===== src/rtl/mem_stage.sv =====
//------------------------------------------------------------------------------
// Module : mem_stage
// Brief  : MEM pipeline stage - data-memory req/ack access with stall, timeout
//          abort, misalignment trap and a registered write-back bundle.
// Rev    : 1.0
//------------------------------------------------------------------------------
`default_nettype none

module mem_stage #(
    parameter int TIMEOUT = 16
) (
    input  logic        clk,
    input  logic        reset_n,
    input  logic [4:0]  ctrl_mem,
    input  logic [31:0] rd_mem,
    input  logic [31:0] alu_result,
    input  logic [31:0] write_data1,
    input  logic [31:0] pc4_mem,
    output logic        mem_stall,
    output logic        dmem_req,
    output logic        dmem_we,
    output logic [31:0] dmem_addr,
    output logic [31:0] dmem_wdata,
    input  logic        dmem_ack,
    input  logic [31:0] dmem_rdata,
    output logic        reg_write_wb,
    output logic [4:0]  rd_wb,
    output logic [31:0] wb_data,
    output logic [1:0]  mem_err
);

    localparam int              CW        = $clog2(TIMEOUT + 1);
    localparam logic [CW-1:0]   C_TIMEOUT = CW'(TIMEOUT);
    localparam logic [0:0]      S_IDLE    = 1'b0;
    localparam logic [0:0]      S_WAIT    = 1'b1;

    logic [0:0]    state_q, state_d;
    logic [CW-1:0] cnt_q, cnt_d;
    logic          w_memop;
    logic          w_misaligned;
    logic          w_abort;
    logic [31:0]   w_load_data;
    logic [31:0]   w_wb_data;

    logic          reg_write_wb_q;
    logic [4:0]    rd_wb_q;
    logic [31:0]   wb_data_q;
    logic [1:0]    mem_err_q, mem_err_d;

    // Upper destination-register bits are architecturally unused.
    logic          unused_rd_hi;
    assign unused_rd_hi = ^rd_mem[31:5];

    assign w_memop      = ctrl_mem[0] | ctrl_mem[1];
    assign w_misaligned = w_memop & (alu_result[1:0] != 2'b00);

    assign dmem_we      = ctrl_mem[1];
    assign dmem_addr    = alu_result;
    assign dmem_wdata   = write_data1;

    // State register
    always_ff @(posedge clk or negedge reset_n) begin
        if (!reset_n) begin
            state_q <= S_IDLE;
            cnt_q   <= '0;
        end else begin
            state_q <= state_d;
            cnt_q   <= cnt_d;
        end
    end

    // Next-state logic
    always_comb begin
        state_d = state_q;
        cnt_d   = cnt_q;
        case (state_q)
            S_IDLE: begin
                if (dmem_req && !dmem_ack) begin
                    state_d = S_WAIT;
                    cnt_d   = CW'(1);
                end
            end
            S_WAIT: begin
                if (w_abort || dmem_ack) begin
                    state_d = S_IDLE;
                    cnt_d   = '0;
                end else begin
                    cnt_d   = cnt_q + CW'(1);
                end
            end
            default: begin
                state_d = S_IDLE;
                cnt_d   = '0;
            end
        endcase
    end

    // Outputs; reset forces the request and stall low even mid-access.
    always_comb begin
        dmem_req = 1'b0;
        w_abort  = 1'b0;
        case (state_q)
            S_IDLE:  dmem_req = w_memop & ~w_misaligned;
            S_WAIT: begin
                w_abort  = (cnt_q == C_TIMEOUT);
                dmem_req = ~w_abort;
            end
            default: dmem_req = 1'b0;
        endcase
        if (!reset_n) begin
            dmem_req = 1'b0;
            w_abort  = 1'b0;
        end
        mem_stall = dmem_req & ~dmem_ack & ~w_abort;
    end

    assign w_load_data = (dmem_req && dmem_ack) ? dmem_rdata : 32'h0;

    always_comb begin
        case (ctrl_mem[4:3])
            2'b01:   w_wb_data = w_load_data;
            2'b10:   w_wb_data = pc4_mem;
            default: w_wb_data = alu_result;
        endcase
    end

    assign mem_err_d = mem_err_q
                     | {w_abort, w_misaligned & (state_q == S_IDLE) & reset_n};

    always_ff @(posedge clk or negedge reset_n) begin
        if (!reset_n) begin
            reg_write_wb_q <= 1'b0;
            rd_wb_q        <= 5'd0;
            wb_data_q      <= 32'h0;
            mem_err_q      <= 2'b00;
        end else begin
            mem_err_q <= mem_err_d;
            if (mem_stall) begin
                reg_write_wb_q <= 1'b0;
            end else begin
                reg_write_wb_q <= ctrl_mem[2];
                rd_wb_q        <= rd_mem[4:0];
                wb_data_q      <= w_wb_data;
            end
        end
    end

    assign reg_write_wb = reg_write_wb_q;
    assign rd_wb        = rd_wb_q;
    assign wb_data      = wb_data_q;
    assign mem_err      = mem_err_q;

endmodule

`default_nettype wire


===== config.mk =====
export PLATFORM = sky130hd
export DESIGN_NAME = mem_stage
export DESIGN_NICKNAME = d
export VERILOG_FILES = /design/src/rtl/mem_stage.sv
export SDC_FILE = /design/constraint.sdc
export NUM_CORES = 1
export LEC_CHECK = 0
export BUFFER_PORTS_ARGS = -buffer_cell sky130_fd_sc_hd__buf_2
export CORE_AREA = 2 2 106 108
export DETAILED_ROUTE_END_ITERATION = 7
export DIE_AREA = 0 0 108 110
export GPL_ROUTABILITY_DRIVEN = 1
export HOLD_SLACK_MARGIN = 0.12
export PLACE_DENSITY = 0.61
export SLEW_MARGIN = 10
export SYNTH_ARGS = -nofsm -noshare
export SYNTH_HDL_FRONTEND = slang
export SYNTH_SLANG_ARGS = --single-unit

===== constraint.sdc =====
create_clock -name clk -period 2.7 [get_ports clk]
set_input_delay 0.27 -clock clk [delete_from_list [all_inputs] [get_ports clk]]
set_output_delay 0.27 -clock clk [all_outputs]
set_load 0.02 [all_outputs]

## After elaboration in Yosys (flattened, before gate mapping)

Cells that the tools add are included.

- Register bits: 46
- Output and inout bits: 107
- Input port bits: 168
- Word-level logic and storage cells: 42

- Bitwise operators: 13
- Mux-type cells: 13
- $add $sub $neg: 1
- Equal/unequal tests: 4
- Reduce and logical (&&, ||, !) cells: 5

Operator list:

| operator | count |
|---|---|
| 32-bit one-hot mux with 2 select lines | 1 |
| 32-bit 2-to-1 mux | 1 |
| 5-bit 2-to-1 mux | 2 |
| 5-bit one-hot mux with 2 select lines | 1 |
| 1-bit AND | 6 |
| 1-bit 2-to-1 mux | 6 |
| 5-bit by 1-bit adder with 5-bit output, second input constant | 1 |
| 5-bit == test, second input constant | 1 |
| 1-bit NOT | 5 |
| 1-bit one-hot mux with 2 select lines | 2 |
| 2-bit by 1-bit == test with 1-bit output, second input constant | 1 |
| 2-bit == test, second input constant | 1 |
| 1-bit logical AND | 2 |
| 2-bit != test, second input constant | 1 |
| 2-bit bitwise OR | 1 |
| 2-bit nonzero test | 1 |
| 1-bit logical NOT | 1 |
| 1-bit logical OR | 1 |
| 1-bit bitwise OR | 1 |

## Logic depth before layout (Yosys ltp)

- Depth after elaboration: 9
- Gate-level depth with buffers: 8
- Gate-level depth less buffers: 7

## Worst setup path after synthesis

Ideal clock, no wire load.

- Path kind: reg2reg
- Start point: reg cnt_q[0]
- End point: reg rd_wb_q[1] (netlist: rd_wb[1])
- Stages on the path, launching flop included: 8
- Period minus slack after synthesis: 1,787 ps
- Path buffers: 1
- Data arrival time: 1,662 ps
- Slack: 913 ps
- Library setup time: 125 ps
- Required time: 2,575 ps
- Cells stage by stage: dfrtp_1 -> inv_1 -> ha_1 -> and4bb_2 -> o32a_4 -> nor2_4 -> buf_6 -> mux2_2

- Cells in the longest elaborated chain, start to end: 6
- Elaborated cells on any way between the ends: 9
- Classes of those cells: eq/ne: 1; mux: 4; bitwise: 4

Ends and longest elaborated chain:

| item | RTL line | RTL |
|---|---|---|
| start: declaration | 38 | `logic [CW-1:0] cnt_q, cnt_d;` |
| start signal: assignment | 68 | `cnt_q <= cnt_d;` |
| 5-bit == test * | 105 | `w_abort = (cnt_q == C_TIMEOUT);` |
| 1-bit NOT | 106 | `dmem_req = ~w_abort;` |
| 1-bit one-hot mux with 2 select lines | 102 | `case (state_q)` |
| 1-bit 2-to-1 mux | 110 | `if (!reset_n) begin` |
| 1-bit AND | 114 | `mem_stall = dmem_req & ~dmem_ack & ~w_abort;` |
| 1-bit AND * | 114 |  |
| end signal: assignment | 142 | `rd_wb_q <= rd_mem[4:0];` |
| end: declaration | 46 | `logic [4:0] rd_wb_q;` |

Every way passes the cells marked *; elsewhere a longest branch is shown, timed or not.
A chain may end at the register's enable or synchronous reset.

## Worst setup path in the final report

- Start point: in reset_n
- End point: out dmem_req

- Cells in the longest elaborated chain, start to end: 1

Ends and longest elaborated chain:

| item | RTL line | RTL |
|---|---|---|
| start: declaration | 13 | `input logic reset_n,` |
| 1-bit 2-to-1 mux | 110 |  |
| end: declaration | 20 | `output logic dmem_req,` |

Every way passes these cells.

==> impl_metrics.env <==
export IMPL_htree_levels=2
export IMPL_hold_path_class="in -> reg"
export IMPL_antenna_cells=0
export IMPL_ys_seq_area_share_pct=37.47
export IMPL_area_growth_pct=22.40
export IMPL_power_frac_seq_pct=39.6
export IMPL_synthMuxAreaShare_pct=2.159
export IMPL_wl_mm=9.503
export IMPL_synth_avg_cell_area_um2=8.903
export IMPL_finalSetupTns_ps=0
export IMPL_cap_violations=0
export IMPL_vias=2948
export IMPL_synth_top_area_cell="dfrtp_1"
export IMPL_drtIter0Drc=143
export IMPL_cp_max_fo=21
export IMPL_timing_final_ws_setup_ps=265.0
export IMPL_post_route_min_period_ps=2435
export IMPL_syn_inst=345
export IMPL_setup_viol_count_final=0
export IMPL_crit_required_ps=2430
export IMPL_p_per_area_nw_per_um2=556.1
export IMPL_clockBufferDepth=2
export IMPL_place_inst=587
export IMPL_synth_fa_ha_area_share_pct=1.629
export IMPL_synthSimpleGateAreaFrac_pct=10.71
export IMPL_p_int_uw=1391
export IMPL_viasPerCell=4.946
export IMPL_clk_latency_ps=310
export IMPL_skew_ps=8.850
export IMPL_first_pass_iters=4
export IMPL_slew_viol_final=0
export IMPL_start_util_pct=28.71
export IMPL_netSwitchingFraction_pct=33.50
export IMPL_critPathLaunchType="primary input"
export IMPL_synth_area_leaders="dfrtp_1 (37%), buf_4 (17%), o2bb2ai_1 (8.8%)"
export IMPL_async_flop_share_pct=100.0
export IMPL_status="completed"
export IMPL_synth_area_um2=3072
export IMPL_combPwrFrac_pct=30.4
export IMPL_core_area_um2=10700
export IMPL_critPathArrivalTime_ps=2160
export IMPL_synth_edf_count=0
export IMPL_io_pins=275
export IMPL_yosysWarnings=0
export IMPL_grt_pass1_vias=2807
export IMPL_hold_viol=0
export IMPL_synth_compound_area_share_pct=25.74
export IMPL_synth_common_cells="buf_4 (68), nand2_1 (65), dfrtp_1 (46)"
export IMPL_cts_sinks=46
export IMPL_cts_root_buf="clkbuf_8"
export IMPL_fin_total_pwr_uw=2091
export IMPL_timing_slew_headroom_pct=54.67
export IMPL_die_area_um2=11880
export IMPL_wl_per_cell_um=15.94
export IMPL_synth_seq_cells=46
export IMPL_peakVddDrop_mv=0.2023
export IMPL_grt_pass1_wl_mm=14.05
export IMPL_hpwl_mm=6.915
export IMPL_port_buffers=183
export IMPL_clkPwrFrac_pct=30.0
export IMPL_layout_drive_gt1_share_pct=46.93
export IMPL_tightest_slew_ps=675.8
export IMPL_fillers=1115
export IMPL_std_cell_rows=38
export IMPL_fin_nets=627
export IMPL_ys_types=34
export IMPL_fin_crit_sh_pct=90.18
export IMPL_cts_buffers=5
export IMPL_cts_tree="built"
export IMPL_grt_max_degree=41
export IMPL_die_y_um=110
export IMPL_synth_top_area_share_pct=37.47
export IMPL_ant_nets=0
export IMPL_postCtsSetupBuffers=0
export IMPL_die_w_um=108
export IMPL_antenna_found_initial=0
export IMPL_crit_type="in -> out"
export IMPL_synthFlopType="dfrtp_1"
export IMPL_leakage_uw=0.001868
export IMPL_synth_top_family_by_area="compound AO/OA/AOI/OAI gates"
export IMPL_seq_area_um2=1151
export IMPL_multi_input_area_um2=1254
export IMPL_overflow=0
export IMPL_globalRouteTotalUtil_pct=15.30
export IMPL_synth_nets=517
export IMPL_drc=0
export IMPL_dp_slack_ps=554.4
export IMPL_cp_end_kind="output port"
export IMPL_stdcell_count=596
export IMPL_p_switching_uw=700.5
export IMPL_path_clk_slew_ps=100
export IMPL_yosysMostFrequentCell="buf_4"
export IMPL_fmax_mhz=410.7
export IMPL_rsz0062_at_grt="no"
export IMPL_gp_congestion=0.6991
export IMPL_synth_xor_area_share_pct=0.5703
-- sequential cells by signal, summed over array words and instances, names as in the netlist --
register      cells
state_q           1
mem_err           2
reg_write_wb      1
rd_wb             5
wb_data          32
cnt_q             5
-- stage by stage --
step                util (%)  cell area [um2]  hold WS (ps)
global placement       33.77             3612         141.9
detailed placement     33.77             3612         142.6
CTS                    35.15             3760         173.5
finish                 35.15             3760         185.8
floorplan                  -             3072        -25.59
global route           35.15             3760         179.2
-- worst max-delay path, cell delays in order --
cell           delay (ps)
dlygate4sd3_1         510
buf_2                 250
nand2b_1              160
o32a_4                410
inv_2                 320
buf_2                 240
-- final cells by class --
| class | instances | share of cell area, % |
|---|---|---|
| multi-input combinational | 198 | 33.34 |
| timing repair buffer | 195 | 26.82 |
| inverter | 9 | 0.8985 |
| clock buffer | 5 | 1.830 |
| clock inverter | 3 | 1.830 |
| tap | 140 | 4.659 |
| sequential | 46 | 30.62 |
-- power by group through the flow --
stage	Combinational (uW)	Sequential (uW)	Clock, uW
2_1_floorplan	379	935	0
3_3_place_gp	630	840	0
3_5_place_dp	641	839	0
4_1_cts	642	829	653
5_1_grt	696	842	675
6_report	636	829	627
-- cell families after synthesis --
logic type / Yosys count
compound gates: 108
xor+xnor: 2
fa+ha+maj: 4
buf+inv: 101
flops: 46
mux: 6
simple gates: 78
-- worst paths after layout --
kind                            startpoint           to  slack [ps]  cells past startpoint
worst max-delay path               reset_n     dmem_req         270                      6
worst min-delay path             rd_mem[2]     rd_wb[2]         190                      2
worst max register to register    cnt_q[0]   wb_data[2]         530                      8
worst min register to register  mem_err[0]   mem_err[0]         480                      1
max in group asynchronous          reset_n  wb_data[14]        1530                      3
min in group asynchronous          reset_n     cnt_q[0]         340                      2
-- per-layer routing --
| metal | GRT usage (%) | vias up | wire (um) |
|---|---|---|---|
| li1 | - | 1400 | - |
| met1 | 17.81 | 1390 | 3757 |
| met2 | 27.90 | 145 | 4802 |
| met3 | 3.939 | 13 | 824 |
| met4 | 4.212 | 0 | 117 |
| met5 | 0 | - | 0 |
-- repair_timing --
item	in CTS	in global routing
hold buffers	1	0
endpoints found under the hold margin	6	0
gates resized for setup	0	0
-- layout by cell type (no fill, tap or decap), drive strengths merged, types with 2 or more instances in the layout --
| master | count |
|---|---|
| buf | 194 |
| nand2 | 65 |
| dfrtp | 46 |
| a31oi | 33 |
| o22ai | 32 |
| o2bb2ai | 31 |
| inv | 9 |
| mux2 | 5 |
| clkbuf | 5 |
| ha | 4 |
| a22o | 3 |
| nand3 | 3 |
| nor2 | 3 |
| a21o | 2 |
| xnor2 | 2 |
| and2 | 2 |
| bufinv | 2 |
Power figures use the tool's default switching activity.
